## config.mk

```make
export PLATFORM = sky130hd
export DESIGN_NAME = key_pulse_conditioner
export DESIGN_NICKNAME = d
export VERILOG_FILES = /design/src/rtl/key_pulse_conditioner.sv
export SDC_FILE = /design/constraint.sdc
export NUM_CORES = 1
export LEC_CHECK = 0
export ABC_AREA = 1
export ABC_CLOCK_PERIOD_IN_PS = 2600
export CAP_MARGIN = 15
export CORE_ASPECT_RATIO = 0.7
export CORE_MARGIN = 5
export CORE_UTILIZATION = 37
export DETAILED_ROUTE_END_ITERATION = 16
export PLACE_DENSITY = 0.54
export RECOVER_POWER = 100
export SLEW_MARGIN = 25
export SYNTH_ARGS = -nofsm -noshare
export SYNTH_HDL_FRONTEND = slang
export SYNTH_SLANG_ARGS = --single-unit
```

## constraint.sdc

```tcl
create_clock -name clock -period 2.6 [get_ports clock]
set_clock_uncertainty 0.1 [all_clocks]
set_input_delay 0.52 -clock clock [delete_from_list [all_inputs] [get_ports clock]]
set_output_delay 0.52 -clock clock [all_outputs]
set_load 0.005 [all_outputs]
```

## src/rtl/key_pulse_conditioner.sv

```systemverilog
// Pushbutton conditioner: synchronize, debounce and turn a raw active-low
// key into one-cycle enable pulses, with optional auto-repeat while held.
module key_pulse_conditioner #(
  parameter int DEBOUNCE_CYCLES = 500000,
  parameter bit REPEAT_EN       = 1'b0,
  parameter int REPEAT_DELAY    = 25000000,
  parameter int REPEAT_RATE     = 5000000
) (
  input  logic       clock,
  input  logic       resetn,
  input  logic       key_n,
  output logic       pulse,
  output logic       pressed,
  output logic [7:0] press_count
);

  localparam int DW = $clog2(DEBOUNCE_CYCLES) + 1;
  localparam int RMAX =
    (REPEAT_DELAY > REPEAT_RATE) ? REPEAT_DELAY : REPEAT_RATE;
  localparam int RW = $clog2(RMAX) + 1;

  localparam logic [DW-1:0] DB_LAST = DW'(DEBOUNCE_CYCLES - 1);
  localparam logic [RW-1:0] DLY_LAST = RW'(REPEAT_DELAY - 1);
  localparam logic [RW-1:0] RATE_LAST = RW'(REPEAT_RATE - 1);

  localparam logic [1:0] RELEASED    = 2'd0;
  localparam logic [1:0] PRESS_CHK   = 2'd1;
  localparam logic [1:0] HELD        = 2'd2;
  localparam logic [1:0] RELEASE_CHK = 2'd3;

  logic          s1;
  logic          s2;
  logic          key_sync;
  logic [1:0]    state;
  logic [1:0]    state_nx;
  logic [DW-1:0] db_cnt;
  logic [DW-1:0] db_nx;
  logic [RW-1:0] rep_cnt;
  logic [RW-1:0] rep_nx;
  logic          rep_late;
  logic          rep_late_nx;
  logic          fire;
  logic [RW-1:0] rep_last;

  assign key_sync = s2;
  // first repeat waits the long delay, later ones the short rate
  assign rep_last = rep_late ? RATE_LAST : DLY_LAST;

  // two-flop synchronizer, idles at released (1)
  always_ff @(posedge clock) begin
    if (!resetn) begin
      s1 <= 1'b1;
      s2 <= 1'b1;
    end else begin
      s1 <= key_n;
      s2 <= s1;
    end
  end

  // debounce FSM and auto-repeat next-state logic
  always_comb begin
    state_nx    = state;
    db_nx       = db_cnt;
    rep_nx      = rep_cnt;
    rep_late_nx = rep_late;
    fire        = 1'b0;
    unique case (state)
      RELEASED: begin
        if (!key_sync) begin
          state_nx = PRESS_CHK;
          db_nx    = '0;
        end
      end
      PRESS_CHK: begin
        if (key_sync) begin
          state_nx = RELEASED;
        end else if (db_cnt == DB_LAST) begin
          state_nx    = HELD;
          fire        = 1'b1;
          rep_nx      = '0;
          rep_late_nx = 1'b0;
        end else begin
          db_nx = db_cnt + 1'b1;
        end
      end
      HELD: begin
        if (key_sync) begin
          state_nx = RELEASE_CHK;
          db_nx    = '0;
        end else if (REPEAT_EN) begin
          if (rep_cnt == rep_last) begin
            fire        = 1'b1;
            rep_nx      = '0;
            rep_late_nx = 1'b1;
          end else begin
            rep_nx = rep_cnt + 1'b1;
          end
        end
      end
      RELEASE_CHK: begin
        if (!key_sync) begin
          state_nx = HELD;
        end else if (db_cnt == DB_LAST) begin
          state_nx = RELEASED;
        end else begin
          db_nx = db_cnt + 1'b1;
        end
      end
      default: begin
        state_nx = RELEASED;
      end
    endcase
  end

  // state, counters and registered outputs
  always_ff @(posedge clock) begin
    if (!resetn) begin
      state       <= RELEASED;
      db_cnt      <= '0;
      rep_cnt     <= '0;
      rep_late    <= 1'b0;
      pulse       <= 1'b0;
      pressed     <= 1'b0;
      press_count <= 8'd0;
    end else begin
      state    <= state_nx;
      db_cnt   <= db_nx;
      rep_cnt  <= rep_nx;
      rep_late <= rep_late_nx;
      pulse    <= fire;
      pressed  <= (state_nx == HELD) || (state_nx == RELEASE_CHK);
      if (fire) begin
        press_count <= press_count + 8'd1;
      end
    end
  end

endmodule
```

==> results.json <==
{
  "setup_viol": 0,
  "switchingPower_mw": 0.2171,
  "clk_path_buf_depth": 2,
  "row_count": 22,
  "synthDominantCellAreaShare_pct": 34.17,
  "antenna_found_initial": 0,
  "vias_per_cell": 4.549,
  "tightestPinTransition_ps": 928.4,
  "synth.distinct_cells": 27,
  "max_freq_mhz": 456.6,
  "hold_viol": 0,
  "power.density_nw_per_um2": 423.4,
  "crit_type": "input pin to flop",
  "synth_ff_type": "dfxtp_1",
  "vias": 1756,
  "cp_data_arrival_time_ps": 2270,
  "fp.coreArea_um2": 5147,
  "synth.most_common_cell": "nand2_1",
  "hp-class": "flop to flop",
  "min_from": "s1$_SDFF_PN1_",
  "fin_crit_ps": 2190,
  "grt-ovfl-total": 0,
  "path_clk_slew_ps": 70,
  "die_h_um": 70.48,
  "switching_share_pct": 23.62,
  "drt_pass1_iterations": 4,
  "clock_sinks": 33,
  "clock_latency_ps": 280,
  "syn_to_final_growth_pct": 12.30,
  "status": "complete, no violations",
  "async_reset_ff_share_pct": 0,
  "cp_max_fo": 19,
  "routabilityCongestion": 0.8254,
  "synth_largest_area_cell": "dfxtp_1",
  "tns_ps": 0,
  "cts_tree": "built",
  "routedWlPerCell_um": 11.42,
  "synth_fp_nets": 305,
  "cp_data_required_time_ps": 2680,
  "cts-resized-gates": 0,
  "rsz0062_at_grt": "no",
  "synth-edff-count": 0,
  "grt_start_max_net_pins": 24,
  "die_w_um": 96.39,
  "htree_levels": 2,
  "pwr-share-seq_pct": 55.5,
  "port_buffers": 12,
  "combinationalPowerShare_pct": 3.5,
  "final_nets": 318,
  "drt-total-wl_um": 4409,
  "cp_slowest_cell": "clkbuf_1",
  "cap_violations": 0,
  "hold_ws_ps": 314.9,
  "cts_setup_buffers": 0,
  "grt_usage_pct": 14.54,
  "drive_above_1_share_pct": 7.006,
  "holdBufCountCts": 0,
  "ant_nets": 0,
  "r2r_start": "db_cnt[1]$_SDFFE_PN0P_",
  "synth_common_cells": "78 x nand2_1, 52 x nor2_1, 33 x dfxtp_1, 33 x inv_1, 30 x nand3_1",
  "ios": 13,
  "post-dp-hpwl_um": 3384,
  "power.leakage_nw": 0.8760,
  "postSynthCellCount": 300,
  "cp.buffers_inverters": 3,
  "endpoint_kind": "flop",
  "fin_crit_sh_pct": 84.23,
  "syn_area_per_cell_um2": 6.444,
  "grt_pass1_vias": 1572,
  "path_cells": "dlygate4sd3_1 > inv_1 > clkbuf_1 > nor2_1 > nand3_1 > nand2_1",
  "max_stage_delay_ps": 700,
  "critical_path.top_delay_family": "buffers and inverters",
  "worstSetupStartpoint": "resetn",
  "max-slew-margin-rel_pct": 38.11,
  "synth_area_um2": 1933,
  "synth_area_leaders": "dfxtp_1 34%, nand2_1 15%, nor2_1 10%",
  "start_util_pct": 37.55,
  "ys_warn_count": 0,
  "slew_violations": 0,
  "seq_area_frac_synth_pct": 34.17,
  "clock_power_share_pct": 41.0,
  "insertedDiodeCount": 0,
  "ys_seq_elements": 33,
  "grt_pass1_wl_um": 7665,
  "max-vdd-ir-drop_mv": 0.2378,
  "start_kind": "input pin",
  "p_int_mw": 0.7021,
  "drt-initial-drc-count": 72,
  "cts_buffers": 5,
  "fp.dieArea_um2": 6793,
  "post-route-util_pct": 42.17,
  "drc": 0,
  "cts_root_buffer": "clkbuf_8"
}
## registers in the layout (all words and copies together) (netlist names)
name         count
s1               1
state            1
key_sync         1
pressed          1
db_cnt          20
pulse            1
press_count      8
## stage by stage
step / std cells / setup WS, ps / cell area, um2 / total power, mW
detailed placement: 378 / 607.9 / 2105 / 0.5551
CTS: 386 / 661.7 / 2187 / 0.9391
global route: 386 / 255.7 / 2171 / 0.9625
global placement: 378 / 651.5 / 2105 / 0.5551
finish: 386 / 409.9 / 2171 / 0.9192
floorplan: 300 / 1009 / 1933 / 0.5443
## area by class of cell
type | count | area (um2)
clock buffer | 6 | 72.57
tap | 72 | 90.09
timing repair buffer | 14 | 131.4
sequential | 33 | 660.6
fill | 565 | 2977
inverter | 38 | 142.6
multi-input combinational | 221 | 1064
clock inverter | 2 | 10.01
## cell usage in the layout, fill, tap and decap left out, types with 3 or more instances in the layout
cell type	synthesis	layout
xnor2_1	4	4
nor3_1	5	5
dfxtp_1	33	33
clkbuf_8	0	5
nor2_1	52	53
o21ai_1	3	3
xor2_1	6	6
a21oi_1	12	12
clkinv_1	4	4
nand2_1	78	78
nor2_2	3	3
inv_1	33	34
a21oi_2	5	5
nand4_1	9	9
nand3_1	30	31
dlygate4sd3_1	0	11
## power groups by stage
stage,combinational [mW],sequential (mW),clock [mW]
6_report,0.0323,0.510,0.376
3_5_place_dp,0.0332,0.522,0
5_1_grt,0.0365,0.510,0.416
2_1_floorplan,0.0232,0.521,0
3_3_place_gp,0.0332,0.522,0
4_1_cts,0.0333,0.510,0.396
## path summary, 6_finish.rpt
check,slack (ps),cells past startpoint,to
setup / recovery,410,6,db_cnt[1]$_SDFFE_PN0P_
hold / removal,310,1,key_sync$_SDFF_PN1_
setup reg to reg,430,10,db_cnt[11]$_SDFFE_PN0P_
hold reg to reg,310,1,key_sync$_SDFF_PN1_
## cell families after synthesis
family	after synthesis	synth area share (%)
XOR/XNOR	10	4.531
adder cells (fa/ha/maj)	2	1.294
flip-flops	33	34.17
AO/OA/AOI/OAI	22	6.926
AND/OR/NAND/NOR	187	42.91
buffers and inverters	46	10.16
## per-layer routing
metal  GRT usage, %  vias up  share of wire (%)
li1               -      970                  -
met4          4.199        0               0.75
met3          4.198        2                3.2
met2          17.83       20                 38
met1          23.50      764                 58
met5              0        -                  0
Power figures use the tool's default switching activity.
